$ cat config.mk
export PLATFORM = sky130hd
export DESIGN_NAME = fifo_sync_prog
export DESIGN_NICKNAME = d
export VERILOG_FILES = /design/src/rtl/fifo_pkg.sv /design/src/rtl/fifo_ram_sdp.sv /design/src/rtl/fifo_sync_prog.sv
export SDC_FILE = /design/constraint.sdc
export NUM_CORES = 1
export LEC_CHECK = 0
export CORE_ASPECT_RATIO = 0.7
export CORE_MARGIN = 8
export CORE_UTILIZATION = 55
export DETAILED_ROUTE_END_ITERATION = 12
export PLACE_DENSITY = 0.72
export SYNTH_ARGS = -nofsm -noshare
export SYNTH_HDL_FRONTEND = slang
export SYNTH_SLANG_ARGS = --single-unit
$ cat constraint.sdc
create_clock -name clk -period 5 [get_ports clk]
set_input_delay 0.75 -clock clk [delete_from_list [all_inputs] [get_ports clk]]
set_output_delay 0.75 -clock clk [all_outputs]
set_load 0.03 [all_outputs]
$ cat src/rtl/fifo_pkg.sv
// Shared constants and helpers for the synchronous FIFO family.
package fifo_pkg;

  localparam int FIFO_MODE_REG  = 0;
  localparam int FIFO_MODE_FWFT = 1;

  // Occupancy counters need one extra bit so that a completely full FIFO is representable.
  function automatic int level_w(input int addr_w);
    return addr_w + 1;
  endfunction

endpackage

$ cat src/rtl/fifo_ram_sdp.sv
// Simple-dual-port RAM, one write port and one registered read port.
// Read-during-write to the same address returns the old contents.
module fifo_ram_sdp #(
  parameter int AW = 5,
  parameter int DW = 18
) (
  input  logic          clk,
  input  logic          wr_en,
  input  logic [AW-1:0] wr_addr,
  input  logic [DW-1:0] wr_data,
  input  logic          rd_en,
  input  logic [AW-1:0] rd_addr,
  output logic [DW-1:0] rd_data
);

  logic [DW-1:0] mem [0:(1<<AW)-1];
  logic [DW-1:0] rd_data_q;

  // Array write and registered read; the read register holds its value while rd_en is low.
  always_ff @(posedge clk) begin
    if (wr_en) mem[wr_addr] <= wr_data;
    if (rd_en) rd_data_q <= mem[rd_addr];
  end

  assign rd_data = rd_data_q;

endmodule

$ cat src/rtl/fifo_sync_prog.sv
// Single-clock FIFO with occupancy level, programmable almost-full/almost-empty,
// synchronous flush and a build-time choice of FWFT or registered read.
// In FWFT mode a 2-entry prefetch stage sits behind the RAM read register so
// pops can run back to back; in registered mode the RAM is read on the pop.
module fifo_sync_prog
  import fifo_pkg::*;
#(
  parameter int ADDRWIDTH = 5,
  parameter int DATAWIDTH = 18,
  parameter int SLOP      = 4,
  parameter int FWFT      = FIFO_MODE_FWFT
) (
  input  logic                          clk,
  input  logic                          reset_l,
  input  logic                          clr,
  input  logic [DATAWIDTH-1:0]          wr_data,
  input  logic                          we,
  output logic                          full,
  output logic                          almost_full,
  output logic                          ovf,
  output logic [DATAWIDTH-1:0]          rd_data,
  input  logic                          re,
  output logic                          ne,
  output logic                          almost_empty,
  output logic                          unf,
  output logic [level_w(ADDRWIDTH)-1:0] level,
  input  logic [level_w(ADDRWIDTH)-1:0] af_thresh,
  input  logic [level_w(ADDRWIDTH)-1:0] ae_thresh
);

  localparam int            LW      = level_w(ADDRWIDTH);
  localparam logic [LW-1:0] DEPTH_L = LW'(1 << ADDRWIDTH);
  localparam logic [LW-1:0] FULL_L  = LW'((1 << ADDRWIDTH) - SLOP);

  logic [ADDRWIDTH-1:0] wr_ptr_q, wr_ptr_d, rd_ptr_q, rd_ptr_d;
  logic [LW-1:0]        level_q, level_d, ram_cnt_q, ram_cnt_d;
  logic                 ram_vld_q, ram_vld_d, rd_vld_q, rd_vld_d;
  logic [1:0]           pf_cnt_q, pf_cnt_d, pf_left;
  logic [DATAWIDTH-1:0] pf0_q, pf0_d, pf1_q, pf1_d, rd_q, rd_d, ram_dout;
  logic                 ne_q, ne_d, full_q, full_d, af_q, af_d, ae_q, ae_d;
  logic                 ovf_q, ovf_d, unf_q, unf_d;
  logic                 pop, wr_acc, ram_we, ram_re, xfer;

  fifo_ram_sdp #(
    .AW (ADDRWIDTH),
    .DW (DATAWIDTH)
  ) u_ram (
    .clk     (clk),
    .wr_en   (ram_we),
    .wr_addr (wr_ptr_q),
    .wr_data (wr_data),
    .rd_en   (ram_re),
    .rd_addr (rd_ptr_q),
    .rd_data (ram_dout)
  );

  // Handshake decode: accepted write, valid pop, RAM read issue and RAM-to-prefetch transfer.
  always_comb begin
    pop     = re && ne_q;
    wr_acc  = we && ((level_q != DEPTH_L) || pop);
    ram_we  = wr_acc && reset_l && !clr;
    pf_left = pf_cnt_q - {1'b0, pop};
    xfer    = 1'b0;
    ram_re  = 1'b0;
    if (FWFT == FIFO_MODE_FWFT) begin
      // Only refill the RAM read register when its current word leaves or it is empty.
      xfer   = ram_vld_q && (pf_left != 2'd2);
      ram_re = (ram_cnt_q != '0) && (!ram_vld_q || xfer);
    end else begin
      ram_re = pop;
    end
  end

  // Next-state for pointers, counters, prefetch/output data and registered flags.
  always_comb begin
    wr_ptr_d  = wr_acc ? wr_ptr_q + 1'b1 : wr_ptr_q;
    rd_ptr_d  = ram_re ? rd_ptr_q + 1'b1 : rd_ptr_q;
    ram_cnt_d = ram_cnt_q + LW'(wr_acc) - LW'(ram_re);
    level_d   = level_q + LW'(wr_acc) - LW'(pop);
    ram_vld_d = ram_re ? 1'b1 : (xfer ? 1'b0 : ram_vld_q);

    pf0_d = pop ? pf1_q : pf0_q;
    pf1_d = pf1_q;
    if (xfer) begin
      if (pf_left == 2'd0) pf0_d = ram_dout;
      else                 pf1_d = ram_dout;
    end
    pf_cnt_d = pf_left + {1'b0, xfer};

    rd_vld_d = (FWFT == FIFO_MODE_REG) && ram_re;
    rd_d     = rd_vld_q ? ram_dout : rd_q;

    // In FWFT a word loaded this cycle only becomes poppable after the next edge.
    ne_d   = (FWFT == FIFO_MODE_FWFT) ? (pf_left != 2'd0) : (level_d != '0);
    full_d = level_d >= FULL_L;
    af_d   = level_d >= af_thresh;
    ae_d   = level_d <= ae_thresh;
    ovf_d  = ovf_q || (we && !wr_acc);
    unf_d  = unf_q || (re && !ne_q);
  end

  // State register; reset and flush both return the FIFO to empty.
  always_ff @(posedge clk) begin
    if (!reset_l || clr) begin
      wr_ptr_q  <= '0;
      rd_ptr_q  <= '0;
      ram_cnt_q <= '0;
      level_q   <= '0;
      ram_vld_q <= 1'b0;
      rd_vld_q  <= 1'b0;
      pf_cnt_q  <= '0;
      pf0_q     <= '0;
      pf1_q     <= '0;
      rd_q      <= '0;
      ne_q      <= 1'b0;
      full_q    <= 1'b0;
      af_q      <= 1'b0;
      ae_q      <= 1'b1;
      ovf_q     <= 1'b0;
      unf_q     <= 1'b0;
    end else begin
      wr_ptr_q  <= wr_ptr_d;
      rd_ptr_q  <= rd_ptr_d;
      ram_cnt_q <= ram_cnt_d;
      level_q   <= level_d;
      ram_vld_q <= ram_vld_d;
      rd_vld_q  <= rd_vld_d;
      pf_cnt_q  <= pf_cnt_d;
      pf0_q     <= pf0_d;
      pf1_q     <= pf1_d;
      rd_q      <= rd_d;
      ne_q      <= ne_d;
      full_q    <= full_d;
      af_q      <= af_d;
      ae_q      <= ae_d;
      ovf_q     <= ovf_d;
      unf_q     <= unf_d;
    end
  end

  assign rd_data      = (FWFT == FIFO_MODE_FWFT) ? pf0_q : rd_q;
  assign ne           = ne_q;
  assign full         = full_q;
  assign almost_full  = af_q;
  assign almost_empty = ae_q;
  assign ovf          = ovf_q;
  assign unf          = unf_q;
  assign level        = level_q;

endmodule

### After elaboration in Yosys (flattened, before gate mapping)

Memory sizes are Yosys's and may differ from the RTL's. A register that Yosys moved wholly into a read port is not among the register bits.
Index checks and enable logic that the tools add are counted.

| operators by class | value |
|---|---|
| muxes and demuxes | 7 |
| equal/unequal tests | 2 |
| order comparisons | 3 |
| bitwise operators | 1 |
| reduce and logical (&&, ||, !) cells | 23 |
| add/sub/neg operators | 8 |

Operators with widths:

| kind | number |
|---|---|
| two-way mux 18 bit | 3 |
| adder 6 x 1 -> 6 bit | 2 |
| subtractor 6 x 1 -> 6 bit | 2 |
| adder 5 x 1 -> 5 bit (second input constant) | 2 |
| logical AND 1 bit | 8 |
| >= comparator 6 x 5 -> 1 bit (second input constant) | 1 |
| >= comparator 6 bit | 1 |
| less-or-equal comparator 6 bit | 1 |
| != test 6 bit (second input constant) | 1 |
| nonzero test 6 bit | 1 |
| zero test 1 bit | 5 |
| logical OR 1 bit | 5 |
| two-way mux 1 bit | 4 |
| nonzero test 2 bit | 2 |
| adder 2 x 1 -> 2 bit | 1 |
| zero test 2 bit | 1 |
| != test 2 bit (second input constant) | 1 |
| AND reduction 2 bit | 1 |
| subtractor 2 x 1 -> 2 bit | 1 |
| NOT 1 bit | 1 |

| storage, ports and cells | value |
|---|---|
| flip-flop bits (word level) | 67 |
| output and inout port bits | 30 |
| memories kept | 1 |
| input bits | 35 |
| memory bits (writable) | 576 |

Memory list:

| name | depth | bits a word | read ports | clocked after memory_dff | wr ports | RTL line | RTL |
|---|---|---|---|---|---|---|---|
| u_ram.mem | 32 | 18 | 1 | 1 | 1 | fifo_ram_sdp.sv:16 | `logic [DW-1:0] mem [0:(1<<AW)-1];` |

### Logic depth before layout (Yosys ltp)

Gate-level depths: netlist of the first run.

| logic depth | value |
|---|---|
| depth after elaboration | 7 |
| depth in mapped cells | 18 |
| gate-level depth less buffers | 17 |

### Hierarchy

A second synthesis of the first run with hierarchy kept.

| second synthesis, totals | value |
|---|---|
| cells, all modules | 1,676 |
| area total of the unflattened synthesis | 26,566.7 µm² |

By module, submodules not included:

| module | area an instance (µm²) | cells an instance | instances | sequential area each (µm²) |
|---|---|---|---|---|
| fifo_ram_sdp | 23,231.0 | 1,278 | 1 | 17,837.1 |
| fifo_sync_prog | 3,335.7 | 398 | 1 | 1,341.3 |

### Least setup slack after synthesis of the first run

No wires, ideal clock.

| timing | value |
|---|---|
| path type | input to register |
| start point | input re |
| end point | register ram_cnt_q[4] |
| path buffers | 2 |
| slack | 1.129 ns |
| stages | 17 |
| data arrival time | 3.743 ns |
| setup time | 0.128 ns |
| data required time | 4.872 ns |
| path through | nand2_1 -> inv_1 -> clkbuf_1 -> ha_1 -> xor2_1 -> nand3_1 -> nor2b_1 -> clkbuf_1 -> ha_1 -> inv_1 -> ha_1 -> fa_1 -> a21oi_1 -> nor2_1 -> nor2_1 -> xor2_1 -> nor2_1 |

| between the ends | value |
|---|---|
| word-level cells in the longest chain between the ends | 7 |

Ends and longest elaborated chain:

| what | RTL line | RTL |
|---|---|---|
| from (decl) | fifo_sync_prog.sv:22 | `input logic re,` |
| logical AND 1 bit | fifo_sync_prog.sv:59 | `pop = re && ne_q;` |
| subtractor 2 x 1 -> 2 bit | fifo_sync_prog.sv:62 | `pf_left = pf_cnt_q - {1'b0, pop};` |
| != test 2 bit | fifo_sync_prog.sv:67 | `xfer = ram_vld_q && (pf_left != 2'd2);` |
| logical AND 1 bit | fifo_sync_prog.sv:67 |  |
| logical OR 1 bit | fifo_sync_prog.sv:68 | `ram_re = (ram_cnt_q != '0) && (!ram_vld_q \|\| xfer);` |
| logical AND 1 bit | fifo_sync_prog.sv:68 |  |
| named net ram_re | fifo_sync_prog.sv:42 | `logic pop, wr_acc, ram_we, ram_re, xfer;` |
| subtractor 6 x 1 -> 6 bit | fifo_sync_prog.sv:78 | `ram_cnt_d = ram_cnt_q + LW'(wr_acc) - LW'(ram_re);` |
| to (signal assigned) | fifo_sync_prog.sv:124 | `ram_cnt_q <= ram_cnt_d;` |
| to (decl) | fifo_sync_prog.sv:36 | `logic [LW-1:0] level_q, level_d, ram_cnt_q, ram_cnt_d;` |

The timed path passes the listed nets, and every way through them passes these cells.
A chain may end at the register's enable or synchronous reset.

### Final worst setup path of the first run

| timing | value |
|---|---|
| start point | register level_q[2], in the netlist level[2] |
| end point | register af_q, in the netlist almost_full |

| between the ends | value |
|---|---|
| word-level cells in the longest chain between the ends | 6 |

Ends and longest elaborated chain:

| what | RTL line | RTL |
|---|---|---|
| from (decl) | fifo_sync_prog.sv:36 |  |
| from (signal assigned) | fifo_sync_prog.sv:125 | `level_q <= level_d;` |
| != test 6 bit | fifo_sync_prog.sv:60 | `wr_acc = we && ((level_q != DEPTH_L) \|\| pop);` |
| logical OR 1 bit | fifo_sync_prog.sv:60 |  |
| logical AND 1 bit | fifo_sync_prog.sv:60 |  |
| adder 6 x 1 -> 6 bit | fifo_sync_prog.sv:79 | `level_d = level_q + LW'(wr_acc) - LW'(pop);` |
| subtractor 6 x 1 -> 6 bit | fifo_sync_prog.sv:79 |  |
| named net level_d[1] | fifo_sync_prog.sv:36 |  |
| >= comparator 6 bit | fifo_sync_prog.sv:96 | `af_d = level_d >= af_thresh;` |
| to (signal assigned) | fifo_sync_prog.sv:117 | `af_q <= 1'b0;` |
| to (signal assigned) | fifo_sync_prog.sv:134 | `af_q <= af_d;` |
| to (decl) | fifo_sync_prog.sv:40 | `logic ne_q, ne_d, full_q, full_d, af_q, af_d, ae_q, ae_d;` |

The timed path passes the listed nets, and every way through them passes these cells.

==> results_dict.tcl, run 1 <==
set metrics [dict create \
    rsz0062_at_grt "no" \
    cp_data_required_time_ns 5.48 \
    fin_cells 2031 \
    drive_above_1_share_pct 25.4 \
    max_freq_mhz 276 \
    antenna_found_initial 0 \
    fp.dieH_um 197 \
    cts_buffers 58 \
    clk_pin_slew_ns 0.06 \
    drc 0 \
    root_buffer "clkbuf_16" \
    crit_path_frequent_cell "inv_1" \
    drt_iter0_markers 1366 \
    die-area_mm2 0.0540 \
    synth_warnings 0 \
    synth_cell_types 36 \
    synth_edf_count 594 \
    clk_path_buf_depth 3 \
    dp_hpwl_mm 31.2 \
    num_antenna_cells 0 \
    tightest_slew_ns 1.30 \
    grt_max_degree 84 \
    seq_area_frac_synth_pct 74.7 \
    syn_nets 1340 \
    initial_utilization_pct 55.6 \
    n_fill_cell 3141 \
    timing.rr.start "level[2]" \
    synthFlopType "edfxtp_1" \
    crit_start "level[2]" \
    postCtsSetupRepairBufs 0 \
    insertion_delay_ns 0.61 \
    num_rows 66 \
    synth-seq-cells 661 \
    antenna_left 0 \
    globalplace.congestion 0.802 \
    grt_usage_pct 20.0 \
    p_leak_nw 8.98 \
    endpoint "almost_full" \
    first_pass_iters 5 \
    finalCriticalPeriod_ns 3.63 \
    ctsHoldBuffers 0 \
    slew_viol_final 0 \
    post_drt_via_cell_ratio 6.06 \
    syn_inst 1272 \
    cts.htree.levels 2 \
    reg2reg_depth 16 \
    netlist.top_cell.by_area "edfxtp_1" \
    die_width_um 274 \
    placement.setup.worst_slack_ns 0.792 \
    areaGrowthSynthToFinish_pct 13.2 \
    grt_pass1_wl_mm 80.8 \
    placed_cells 1928 \
    status "finished clean" \
    grt-ovfl-total 0 \
    max_stage_delay_ns 0.52 \
    path_buf_inv 4 \
    core_area_mm2 0.0462 \
    totalWireLength_mm 53.9 \
    nets 1444 \
    avgSynthCellArea_um2 20.2 \
    ir_worst_vdd_v 0.000354 \
    grt_pass1_vias 12469 \
    timing.slew.headroom_pct 13.3 \
    rrSetupSlack_ns 1.37 \
    finalSetupViolCount 0 \
    fin_util_pct 62.9 \
    num_vias 12298 \
    path_depth 16 \
    hold_violations 0 \
    port_buffers 64 \
    hold_path.class "reg2reg" \
    cp_top_family "adder cells" \
    fin_ws_ns 1.37 \
    tns_ns 0 \
    io_pins 65 \
    cts_tree "yes" \
    synth_area_leaders "edfxtp_1 (69%), mux4_2 (16%), dfxtp_1 (5.2%)" \
    cts_resized 0 \
    synth_top_area_share_pct 69.4 \
    cp.arrival_ns 4.11 \
    clock_skew_ns 0.0211 \
    ys_top_cells_by_count "edfxtp_1 (594), mux4_2 (180), nand2_1 (84)" \
    synthArstFlopShare_pct 0 \
    path_max_fanout 6 \
    cap_viol_max_count 0 \
    synth_area_mm2 0.0257 \
    wire_per_inst_um 26.5 \
    cp_slowest_cell "fa_1" \
    fin_crit_sh_pct 72.5 \
    cts.sink_count 661 \
    start_kind "flop" \
    cp-end-kind "flop" \
    cp_cell_sequence "inv_1, ha_1, nand4_1, and2_1, inv_1, o21ai_0, ha_1, inv_1, fa_1, inv_1, ha_1, a21o_1, a21o_1, a21oi_1, a21oi_1, o31a_1" \
    r2r-end "almost_full" \
    p_per_area_mw_per_mm2 439 \
    worstSetupPathType "reg2reg" \
    synth_most_common_cell "edfxtp_1" \
]
-- flip-flops by register name, indices dropped and copies added, names as in the netlist --
register,flops
u_ram.mem,576
pf1_q,18
rd_data,18
u_ram.rd_data,18
level,6
ram_cnt_q,6
rd_ptr_q,5
wr_ptr_q,5
pf_cnt_q,2
almost_empty,1
almost_full,1
full,1
ne,1
ovf,1
ram_vld_q,1
unf,1
-- cell families (layout without fill, tap and decap cells) --
kind of cell	after synthesis	count (layout)	synth area share, %
DFF	661	661	74.7
muxes	199	199	16.6
and+or+nand+nor	198	198	3.22
buffers and inverters	97	244	1.52
AOI/OAI and AO/OA	63	63	1.61
adders and majority gates	34	34	1.70
xor gates and xnor gates	20	20	0.682
-- worst min path at each step --
stage               depth (start not counted)  startpoint         to  slack [ns]
finish                                      2    pf1_q[0]   pf1_q[0]        0.46
detailed placement                          2    pf1_q[0]   pf1_q[0]        0.45
global route                                2    pf1_q[9]   pf1_q[9]        0.48
floorplan                                   2    pf1_q[0]   pf1_q[0]        0.44
global placement                            2   pf1_q[13]  pf1_q[13]        0.44
CTS                                         2    pf1_q[0]   pf1_q[0]        0.46
-- metrics by stage --
step,total power [mW],cell area (um2),hold WS (ns)
after floorplan,8.01,25700,0.437
after global placement,8.64,27300,0.441
after detailed placement,8.66,27300,0.447
after CTS,12.9,29100,0.455
after global routing,13.2,29100,0.478
final,12.8,29100,0.456
-- where the power goes --
| group | internal [mW] | switching (mW) |
|---|---|---|
| logic | 1.09 | 1.03 |
| clock network | 2.31 | 1.92 |
| registers | 6.21 | 0.203 |
-- worst register-to-register path, stage by stage, from the launching register on --
cell and delay [ns]:
dfxtp_1 0.40, inv_1 0.08, ha_1 0.23, nand4_1 0.11, and2_1 0.32, inv_1 0.17
o21ai_0 0.18, ha_1 0.19, inv_1 0.06, fa_1 0.52, inv_1 0.07, ha_1 0.26
a21o_1 0.15, a21o_1 0.16, a21oi_1 0.21, a21oi_1 0.10, o31a_1 0.29
-- layout make-up --
class	count	area [um2]	area share (%)
flip-flops and latches	661	19200	66.0
inverters	32	120	0.413
clock inverters	35	225	0.774
clock buffers	68	1550	5.33
multi-input cells	514	6210	21.3
well taps	612	766	2.63
repair buffers	109	1030	3.54
-- metal layers --
metal / global-route usage [%] / share of wire [%] / vias up
met2: 28.9 / 44 / 522
met4: 4.29 / 1.6 / 0
met1: 31.0 / 45 / 6380
met5: 0 / 0 / -
li1: - / - / 5317
met3: 5.01 / 9.4 / 79
-- placed cells by master, fill, tap and decap left out, types with 3 or more instances in the layout --
| cell type | n |
|---|---|
| clkinv_2 | 8 |
| xor2_1 | 10 |
| nor2b_1 | 3 |
| clkbuf_16 | 60 |
| buf_4 | 41 |
| nand3b_1 | 3 |
| nand2_1 | 84 |
| mux4_2 | 180 |
| xnor2_1 | 10 |
| nand2b_1 | 4 |
| nor2_1 | 49 |
| nand4_1 | 5 |
| and2_1 | 6 |
| a311oi_1 | 18 |
| dfxtp_1 | 63 |
| clkdlybuf4s50_1 | 64 |
| edfxtp_1 | 594 |
| clkinv_1 | 16 |
| a21oi_1 | 34 |
| clkbuf_1 | 6 |
| a21o_1 | 4 |
| nor2_2 | 32 |
| mux2_2 | 18 |
| buf_12 | 4 |
| nand3_1 | 4 |
| ha_1 | 31 |
| inv_1 | 36 |
Note: power is estimated with default switching activity, not from simulation.
==> run 2: changes to the inputs <==
--- a/config.mk
+++ b/config.mk
@@ -9,7 +9,7 @@
 export CORE_MARGIN = 8
 export CORE_UTILIZATION = 55
 export DETAILED_ROUTE_END_ITERATION = 12
-export PLACE_DENSITY = 0.72
+export PLACE_DENSITY = 0.75
 export SYNTH_ARGS = -nofsm -noshare
 export SYNTH_HDL_FRONTEND = slang
 export SYNTH_SLANG_ARGS = --single-unit
==> constraint.sdc (replaced) <==
create_clock -name clk -period 3.2 [get_ports clk]
set_input_delay 0.48 -clock clk [delete_from_list [all_inputs] [get_ports clk]]
set_output_delay 0.48 -clock clk [all_outputs]
set_load 0.03 [all_outputs]
==> run 2 against run 1 <==
  * Clock skew is 0.0090 ns higher
  * Die area stayed put
  * Critical path depth stayed put
  * Final cell count grew 3.4%
  * Design area increased by 2.9%
  * Worst hold slack is essentially flat
  * Wire length up 7.5%
  * Non-clock buffer count increased by 64
  * Sequential cell count did not move
  * Largest cell class unchanged
==> results_dict.tcl, run 2 (synthesis gave the netlist of run 1 again) <==
set metrics [dict create \
    nets 1507 \
    num_vias 13022 \
    cts.sink_count 661 \
    fp.dieH_um 197 \
    initial_utilization_pct 55.6 \
    antenna_left 0 \
    grt_pass1_vias 13265 \
    p_leak_nw 9.40 \
    worstSetupPathType "reg2reg" \
    cp_slowest_cell "fa_1" \
    whs_path_depth 2 \
    n_fill_cell 3056 \
    final_cell_mix "edfxtp_1 (594), mux4_2 (180), buf_4 (89)" \
    slew_viol_final 0 \
    reg2reg_depth 16 \
    dp_hpwl_mm 35.0 \
    p_sw_share_pct 24.2 \
    drt_iter0_markers 1677 \
    top_register "u_ram.mem" \
    antenna_found_initial 4 \
    cp_data_required_time_ns 3.69 \
    areaGrowthSynthToFinish_pct 16.5 \
    path_depth 16 \
    post_drt_via_cell_ratio 6.20 \
    largest_register_ffs 576 \
    placed_cells 1991 \
    clock_skew_ns 0.0301 \
    grt_max_degree 61 \
    hold_violations 0 \
    core_area_mm2 0.0462 \
    drc 0 \
    cp-end-kind "flop" \
    cts_buffers 57 \
    max_stage_delay_ns 0.50 \
    total_power_mw 20.6 \
    num_rows 66 \
    comb_power_share_pct 17.8 \
    totalWireLength_mm 57.9 \
    rrSetupSlack_ns 0.08 \
    tightest_slew_ns 1.16 \
    clk_path_buf_depth 3 \
    cp.arrival_ns 3.60 \
    fin_cells 2101 \
    die-area_mm2 0.0540 \
    globalplace.congestion 0.811 \
    cts.htree.levels 2 \
    path_buf_inv 4 \
    crit_path_frequent_cell "inv_1" \
    placement.setup.worst_slack_ns -0.493 \
    cts_tree "yes" \
    hold_path.class "reg2reg" \
    clk_pin_slew_ns 0.07 \
    start_kind "flop" \
    finalSetupViolCount 0 \
    grt_pass1_wl_mm 85.8 \
    wire_per_inst_um 27.6 \
    first_pass_iters 5 \
    cp_cell_sequence "inv_1, ha_1, nand4_1, and2_4, inv_1, o21ai_2, ha_2, inv_1, fa_1, inv_1, ha_1, a21o_1, a21o_1, a21oi_2, a21oi_1, o31a_1" \
    die_width_um 274 \
    cap_viol_max_count 0 \
    timing.slew.headroom_pct 22.7 \
    p_per_area_mw_per_mm2 688 \
    io_pins 65 \
    finalCriticalPeriod_ns 3.12 \
    drive_above_1_share_pct 29.6 \
    grt-ovfl-total 0 \
    cp_top_family "adder cells" \
    grt_usage_pct 21.4 \
    ir_worst_vdd_v 0.000658 \
    switching_power_mw 4.99 \
    root_buffer "clkbuf_16" \
    power_frac_seq_pct 48.1 \
    final_common_cell "edfxtp_1" \
    path_max_fanout 2 \
    max_freq_mhz 321 \
    hold_ws_ns 0.456 \
    port_buffers 64 \
    pwr-share-clk_pct 34.1 \
    power.internal_mw 15.6 \
    fin_ws_ns 0.0844 \
    status "finished clean" \
    fin_crit_sh_pct 97.4 \
    insertion_delay_ns 0.62 \
]
## run 2: changes by cell type in the layout (fill, tap and decap cells not counted), moves of 3 or more
cell       before  now
clkbuf_1        6   15
bufinv_16       2    8
clkinv_1       16   11
buf_12          4   20
dfxtp_1        63   58
buf_4          41   89
inv_1          36   32
dfxtp_4         2    5
## run 2: stage by stage
step | area [um2] | utilization [%] | setup TNS (ns)
floorplan | 25700 | - | 0
global placement | 28000 | 60.5 | -1.31
detailed placement | 28000 | 60.5 | -1.71
CTS | 29900 | 64.7 | 0
global route | 29900 | 64.7 | -0.125
finish | 29900 | 64.7 | 0
## run 2: path summary, 6_finish.rpt
| path | startpoint | to |
|---|---|---|
| max | level[4] | almost_full |
| min reg2reg | pf1_q[14] | pf1_q[14] |
| min | pf1_q[14] | pf1_q[14] |
| max reg2reg | level[4] | almost_full |
## run 2: area by class of cell
cell class              count  area, um2  share of cell area, %
well taps                 612        766                   2.56
repair buffers            173       1710                   5.71
multi-input cells         514       6230                   20.8
clock inverters            35        400                   1.34
diodes                      1       2.50                0.00836
clock buffers              73       1510                   5.04
inverters                  32        120                  0.401
flip-flops and latches    661      19200                   64.1
## run 2: power by group through the flow
stage	sequential [mW]	clock, mW	combinational, mW
after floorplan	10.0	0	2.49
after global placement	10.1	0	3.59
final	9.91	7.02	3.66
after detailed placement	10.1	0	3.65
after global routing	9.94	7.46	3.93
after CTS	9.91	7.12	3.69
## run 2: metal layers
metal	GRT usage (%)	part of all wire, %	routed length, um	up-vias
li1	-	-	-	5450
met1	31.5	42	24400	6779
met2	32.5	46	26500	701
met3	5.33	9.9	5760	90
met4	5.14	2.1	1220	2
met5	0	0.021	12	-
## run 2: worst reg2reg max path: cells and delay by family (launching register included)
kind	cells	cell delay, ns
AOI/OAI and AO/OA	6	0.95
and+or+nand+nor	2	0.30
adders and majority gates	4	1.18
DFF	1	0.34
buffers and inverters	4	0.22
## run 2: what timing repair did
| action | 4_1_cts | 5_1_grt |
|---|---|---|
| setup buffers | 0 | 1 |
| hold buffers | 0 | 0 |
| gates cloned | 0 | 0 |
| endpoints found under the setup margin | 1 | 2 |
| pin swaps | 0 | 3 |
| resized for setup | 2 | 5 |
